### config.mk
export PLATFORM = sky130hd
export DESIGN_NAME = regblock_adapter
export DESIGN_NICKNAME = d
export VERILOG_FILES = /design/src/rtl/regblock_adapter.sv
export SDC_FILE = /design/constraint.sdc
export NUM_CORES = 1
export LEC_CHECK = 0
export BUFFER_PORTS_ARGS = -buffer_cell sky130_fd_sc_hd__clkbuf_2
export CORE_ASPECT_RATIO = 0.8
export CORE_MARGIN = 5
export CORE_UTILIZATION = 46
export DETAILED_ROUTE_END_ITERATION = 6
export GPL_TIMING_DRIVEN = 0
export HOLD_SLACK_MARGIN = 0.05
export PLACE_DENSITY = 0.79
export SLEW_MARGIN = 20
export SYNTH_ARGS = -nofsm -noshare
export SYNTH_HDL_FRONTEND = slang
export SYNTH_SLANG_ARGS = --single-unit
export TNS_END_PERCENT = 100
### constraint.sdc
create_clock -name clk -period 2.2 [get_ports clk]
set_clock_uncertainty 0.05 [all_clocks]
set_input_delay 0.11 -clock clk [delete_from_list [all_inputs] [get_ports clk]]
set_output_delay 0.11 -clock clk [all_outputs]
set_load 0.03 [all_outputs]
### src/rtl/regblock_adapter.sv
// CTRL/STATUS/CNT/INTR register block behind a 32-bit pass-through CPU port.
// Optional storage parity check: define REGBLOCK_PARITYCHECK_EN.
module regblock_adapter #(
  parameter int          DATA_W     = 32,
  parameter int          ADDR_W     = 4,
  parameter logic [31:0] CTRL_RESET = 32'h0000_0000
) (
  input  logic              clk,
  input  logic              rst,
  input  logic              s_cpuif_req,
  input  logic              s_cpuif_req_is_wr,
  input  logic [ADDR_W-1:0] s_cpuif_addr,
  input  logic [DATA_W-1:0] s_cpuif_wr_data,
  input  logic [DATA_W-1:0] s_cpuif_wr_biten,
  output logic              s_cpuif_req_stall_wr,
  output logic              s_cpuif_req_stall_rd,
  output logic              s_cpuif_rd_ack,
  output logic              s_cpuif_rd_err,
  output logic [DATA_W-1:0] s_cpuif_rd_data,
  output logic              s_cpuif_wr_ack,
  output logic              s_cpuif_wr_err,
  input  logic [31:0]       hwif_in_status,
  input  logic              hwif_in_cnt_incr,
  input  logic [7:0]        hwif_in_intr_set,
  output logic [31:0]       hwif_out_ctrl,
  output logic [15:0]       hwif_out_cnt,
  output logic              hwif_out_irq,
  output logic              parity_error
);

  logic [31:0] ctrl_q, ctrl_nxt;
  logic [15:0] cnt_q, cnt_nxt;
  logic [7:0]  intr_q, intr_nxt, intr_clr;
  logic [31:0] rd_mux;
  logic [31:0] rd_data_q;
  logic        rd_ack_q, wr_ack_q, wr_err_q;

  logic [1:0] widx;
  logic       sel_ctrl, sel_stat, sel_cnt, sel_intr;
  logic       wr_en, rd_en;
  logic       ctrl_we, cnt_we, intr_we;
  logic       unused_addr;

  assign widx        = s_cpuif_addr[3:2];
  assign unused_addr = ^s_cpuif_addr[1:0];
  assign sel_ctrl    = (widx == 2'd0);
  assign sel_stat    = (widx == 2'd1);
  assign sel_cnt     = (widx == 2'd2);
  assign sel_intr    = (widx == 2'd3);
  assign wr_en       = s_cpuif_req & s_cpuif_req_is_wr;
  assign rd_en       = s_cpuif_req & ~s_cpuif_req_is_wr;

  assign ctrl_we = wr_en & sel_ctrl;
  assign cnt_we  = (wr_en & sel_cnt) | hwif_in_cnt_incr;
  assign intr_we = (wr_en & sel_intr) | (|hwif_in_intr_set);

  always_comb begin
    ctrl_nxt = ctrl_q;
    if (ctrl_we)
      ctrl_nxt = (ctrl_q & ~s_cpuif_wr_biten)
               | (s_cpuif_wr_data & s_cpuif_wr_biten);
    // a software write takes priority over a same-cycle increment
    cnt_nxt = cnt_q;
    if (wr_en && sel_cnt)
      cnt_nxt = (cnt_q & ~s_cpuif_wr_biten[15:0])
              | (s_cpuif_wr_data[15:0] & s_cpuif_wr_biten[15:0]);
    else if (hwif_in_cnt_incr)
      cnt_nxt = cnt_q + 16'd1;
    intr_clr = '0;
    if (wr_en && sel_intr)
      intr_clr = s_cpuif_wr_data[7:0] & s_cpuif_wr_biten[7:0];
    // OR-ing the set term last makes a set beat a same-cycle clear
    intr_nxt = (intr_q & ~intr_clr) | hwif_in_intr_set;
  end

  always_comb begin
    rd_mux = '0;
    unique case (1'b1)
      sel_ctrl: rd_mux = ctrl_q;
      sel_stat: rd_mux = hwif_in_status;
      sel_cnt:  rd_mux = {16'h0, cnt_q};
      sel_intr: rd_mux = {24'h0, intr_q};
      default:  rd_mux = '0;
    endcase
  end

  always_ff @(posedge clk) begin
    if (rst) begin
      ctrl_q    <= CTRL_RESET;
      cnt_q     <= '0;
      intr_q    <= '0;
      rd_ack_q  <= 1'b0;
      wr_ack_q  <= 1'b0;
      wr_err_q  <= 1'b0;
      rd_data_q <= '0;
    end else begin
      ctrl_q    <= ctrl_nxt;
      cnt_q     <= cnt_nxt;
      intr_q    <= intr_nxt;
      rd_ack_q  <= rd_en;
      wr_ack_q  <= wr_en;
      wr_err_q  <= wr_en & sel_stat;
      rd_data_q <= rd_en ? rd_mux : '0;
    end
  end

`ifdef REGBLOCK_PARITYCHECK_EN
  logic ctrl_p_q, cnt_p_q, intr_p_q;

  always_ff @(posedge clk) begin
    if (rst) begin
      ctrl_p_q <= ^CTRL_RESET;
      cnt_p_q  <= 1'b0;
      intr_p_q <= 1'b0;
    end else begin
      if (ctrl_we) ctrl_p_q <= ^ctrl_nxt;
      if (cnt_we)  cnt_p_q  <= ^cnt_nxt;
      if (intr_we) intr_p_q <= ^intr_nxt;
    end
  end

  assign parity_error = (^ctrl_q ^ ctrl_p_q)
                      | (^cnt_q  ^ cnt_p_q)
                      | (^intr_q ^ intr_p_q);
`else
  logic unused_we;
  assign unused_we    = ctrl_we ^ cnt_we ^ intr_we;
  assign parity_error = 1'b0;
`endif

  assign s_cpuif_req_stall_wr = 1'b0;
  assign s_cpuif_req_stall_rd = 1'b0;
  assign s_cpuif_rd_ack       = rd_ack_q;
  assign s_cpuif_rd_err       = 1'b0;
  assign s_cpuif_rd_data      = rd_data_q;
  assign s_cpuif_wr_ack       = wr_ack_q;
  assign s_cpuif_wr_err       = wr_err_q;
  assign hwif_out_ctrl        = ctrl_q;
  assign hwif_out_cnt         = cnt_q;
  assign hwif_out_irq         = |(intr_q & ctrl_q[7:0]);

endmodule

Word level (Yosys, flattened, before mapping):

Index checks and enable logic that the tools add are counted.

* output and inout port bits: 88
* bits of input ports: 113
* logic and storage cells: 40
* register bits after elaboration: 91

* bitwise gates (word level): 19
* reductions and logical operators: 6
* add/sub/neg operators: 1
* mux-type cells: 4
* equality and inequality tests: 3

Operators with widths (number)
* 32-bit case mux with 4 select lines: 1
* 32-bit bitwise AND: 2
* 16-bit bitwise AND: 2
* 16-bit 2-to-1 mux: 2
* 32-bit NOT: 1
* 32-bit OR: 1
* 8-bit bitwise AND: 3
* 16-bit by 1-bit adder with 16-bit output (second input constant): 1
* 16-bit NOT: 1
* 16-bit OR: 1
* 8-bit 2-to-1 mux: 1
* 8-bit NOT: 1
* 8-bit OR: 1
* 8-bit OR reduction: 1
* 1-bit bitwise AND: 4
* 2-bit equality test (second input constant): 2
* 2-bit by 1-bit equality test with 1-bit output (second input constant): 1
* 1-bit logical AND: 2
* 2-bit zero test: 1
* 1-bit NOT: 2
* 2-bit nonzero test: 1
* 2-bit OR reduction: 1

Longest topological paths before layout:

* word-level depth: 6
* mapped depth: 7
* mapped depth without buffers: 5

Least setup slack after synthesis:

OpenSTA, ideal clock, no wires.

* path kind: reg-to-reg
* start point: register with a tool-made name
* end point: register with a tool-made name
* stages on the path, launching flop included: 6
* path slack: 0.140 ns
* path buffers: 1
* clock period less this slack: 2.060 ns
* required time: 2.035 ns
* arrival time: 1.895 ns
* library setup time: 0.115 ns
* path through: dfxtp_1 -> buf_2 -> nand4_4 -> or4_4 -> o31a_2 -> o21a_1

==> impl_summary.log <==
INFO  metric synthDominantCellAreaShare = 44.0%
INFO  metric global_route.overflow_total = 0
INFO  metric leakagePower = 0.00283 uW
INFO  metric die_x = 116 um
INFO  metric globalRouteMet3Util = 10.2%
INFO  metric cts_setup_buffers = 0
INFO  metric die_outline_area = 0.0110 mm^2
INFO  metric critical_path_required = 2.40 ns
INFO  metric routabilityCongestion = 0.896
INFO  metric worstSetupEndpointType = flip-flop
INFO  metric htreeDepth = 3
INFO  metric timing.max_slew.rel_slack = 44.8%
INFO  metric detailed_place_hpwl = 11.1 mm
INFO  metric leading_cell_type_in_the_layout_fill_and_taps_excluded = clkbuf_2
INFO  metric number_of_synthesized_flops_with_an_enable_pin = 0
INFO  metric synth_area = 0.00414 mm^2
INFO  metric start_util = 46.4%
INFO  metric reg2reg_slack = 0.12 ns
INFO  metric fin_util = 74.2%
INFO  metric global_route.usage.met2 = 55.3%
INFO  metric global_route.usage.total = 31.2%
INFO  metric timing.critical_path.arrival = 2.29 ns
INFO  metric whs_path_depth = 4
INFO  metric r2r_cells = 5
INFO  metric synth.largest_area_cell = dfxtp_1
INFO  metric synthTopCellsByArea = dfxtp_1, nand2_1, mux2i_1, a21oi_1, nand3_1
INFO  metric post-route-min-period = 2.08 ns
INFO  metric fmax = 0.480 GHz
INFO  metric top_level_ports = 201
INFO  metric fin_hold_ws = 0.0605 ns
INFO  metric min-delay-path-class = input pin to flip-flop
INFO  metric core = 0.00892 mm^2
INFO  metric timing.hold.worst.start = s_cpuif_wr_biten[11]
INFO  metric worst-slew-pin-transition = 0.829 ns
INFO  metric final_cell_count_no_fill = 926
INFO  metric nets_final = 922
INFO  metric dp.cells = 805
INFO  metric clock_insertion_delay_worst_skew = 0.34 ns
INFO  metric cap_viol_max_count = 0
INFO  metric dr.first_iter.drc_count = 527
INFO  metric critical_path_class = flip-flop to flip-flop
INFO  metric clock_path_buffers = 2
INFO  metric clock_tree_from_tritoncts = built
INFO  metric final_hold_violations = 0
INFO  metric timing.final.setup_violations = 0
INFO  metric ys_dominant_reg_cell = dfxtp_1
INFO  metric core.rowCount = 31
INFO  metric layout_worst_path_cycle_share = 94.8%
INFO  metric cts.sinks = 91
INFO  metric syn_area_per_cell = 8.38 um^2
INFO  metric netlist-cell-type-count = 51
INFO  metric grt_max_degree = 14
INFO  metric timing.critical_path.from_type = flip-flop
INFO  metric ant_nets = 0
INFO  metric asyncSetResetFlopFracSynth = 0%
INFO  metric die_h = 94.9 um
INFO  metric placement.setup.worst_slack = -0.0372 ns
INFO  metric drc = 0
INFO  metric final_max_slew_viol_count = 0
INFO  metric grt_use_met1 = 33.7%
INFO  metric drive_above_1_share = 29.3%
INFO  metric cts_inserted_buffers = 9
INFO  metric rsz0062_at_grt = no
INFO  metric global_route_wire_length_before_repair = 26.6 mm
INFO  metric most_frequent_cells_in_the_layout = clkbuf_2, dlygate4sd3_1, dfxtp_1
INFO  metric status = completed
INFO  metric fraction_of_the_yosys_area_taken_by_sequential_cells = 44.0%
INFO  metric synth.ff_latch_count = 91
INFO  metric ys_warn_count = 0
INFO  metric worst_vdd_rail_ir_drop = 347 uV
INFO  metric total_power = 3840 uW
INFO  metric syn-instance-count = 494
INFO  metric clockRootBuffer = clkbuf_16
INFO  metric vias_in_the_first_global_route = 5,374
INFO  metric routed_wl = 17.4 mm
INFO  metric power_density = 580 mW/mm^2
INFO  metric layout_overhead_on_the_synthesized_area = 59.9%
INFO  metric antenna_found_initial = 0
INFO  metric port_buffers = 193
INFO  metric setup_ws = 0.115 ns
INFO  metric routed_via_density = 5.60
INFO  metric clk_pin_slew_worst_paths = 0.06 ns
INFO  metric routed-via-count = 5,185
INFO  metric wl_per_cell = 18.8 um
INFO  metric crit_fanout = 9
INFO  metric drtPass1Iterations = 7
INFO  metric diodes = 0
INFO  metric grt.busiest_layer = met2
-- area by class of cell --
type / instances / area [um^2]
Fill cell: 643 / 2300
Multi-Input combinational cell: 361 / 2120
Timing Repair Buffer: 300 / 2040
Sequential cell: 91 / 1820
Clock buffer: 11 / 243
Buffer: 34 / 169
Tap cell: 115 / 144
Inverter: 11 / 41.3
Clock inverter: 3 / 40.0
-- logic make-up (layout without fill, tap and decap cells) --
family	count (synthesis)	count (layout)	share of synthesized area, %
AO/OA/AOI/OAI	97	97	13.7
XOR/XNOR	3	3	0.635
adder cells (fa/ha/maj)	1	1	0.302
buffers and inverters	45	359	4.96
flip-flops	91	91	44.0
multiplexers	36	36	11.2
other	1	4	0.0906
AND/OR/NAND/NOR	220	220	25.1
-- synthesized netlist by cell type (2+ instances only) --
cell      number
dfxtp_1       91
nand2_1       89
a21oi_1       52
nand3_1       45
nor2_1        39
mux2i_1       28
clkbuf_1      18
o21ai_0       14
inv_1         11
nor2b_1       11
buf_2          7
mux4_2         7
a31oi_1        6
buf_4          6
nand4_1        5
a211oi_1       4
a22oi_1        4
nand3b_1       4
nor3_1         4
nor4_1         4
o211ai_1       3
o22ai_1        3
or3_1          3
xnor2_1        3
a32oi_1        2
and2_1         2
buf_1          2
nand2b_1       2
o21a_1         2
o31a_2         2
-- through the flow --
step | setup TNS, ns | area, um^2
3_5_place_dp | -0.113 | 5260
4_1_cts | 0 | 6620
6_report | 0 | 6620
3_3_place_gp | 0 | 5260
2_1_floorplan | 0 | 4150
5_1_grt | 0 | 6620
-- per-layer routing --
| metal | routed length [um] | share of wire, % |
|---|---|---|
| met1 | 6120 | 35 |
| met2 | 8650 | 50 |
| met3 | 1950 | 11 |
| met4 | 646 | 3.7 |
| met5 | 0 | 0 |
-- critical path: stages (launching register included) --
cell     delay, ns
dfxtp_1       0.55
ha_1          0.31
and2_1        0.17
nand2_1       0.12
or4_2         0.63
a31oi_1       0.18
-- worst max-delay path by stage --
| stage | end | slack (ns) | cells past startpoint |
|---|---|---|---|
| 2_1_floorplan | flip-flop | 0.14 | 5 |
| 5_1_grt | flip-flop | 0.02 | 5 |
| 3_3_place_gp | intr_q[0]$_SDFF_PP0_ | 0.06 | 6 |
| 6_report | flip-flop | 0.12 | 5 |
| 4_1_cts | flip-flop | 0.03 | 8 |
| 3_5_place_dp | intr_q[4]$_SDFF_PP0_ | -0.04 | 6 |
-- repair_timing --
item / 4_1_cts / 5_1_grt
endpoints found under the hold margin: 63 / 0
gates resized for setup: 0 / 8
hold buffers: 107 / 0
endpoints found under the setup margin: 0 / 28
-- report_power, final --
group | leakage, uW | internal [uW] | switching, uW
registers | 0.000739 | 1690 | 41.1
logic | 0.00195 | 290 | 323
clock network | 0.000141 | 895 | 604
total | 0.00283 | 2870 | 968
Note: power is estimated with default switching activity, not from simulation.
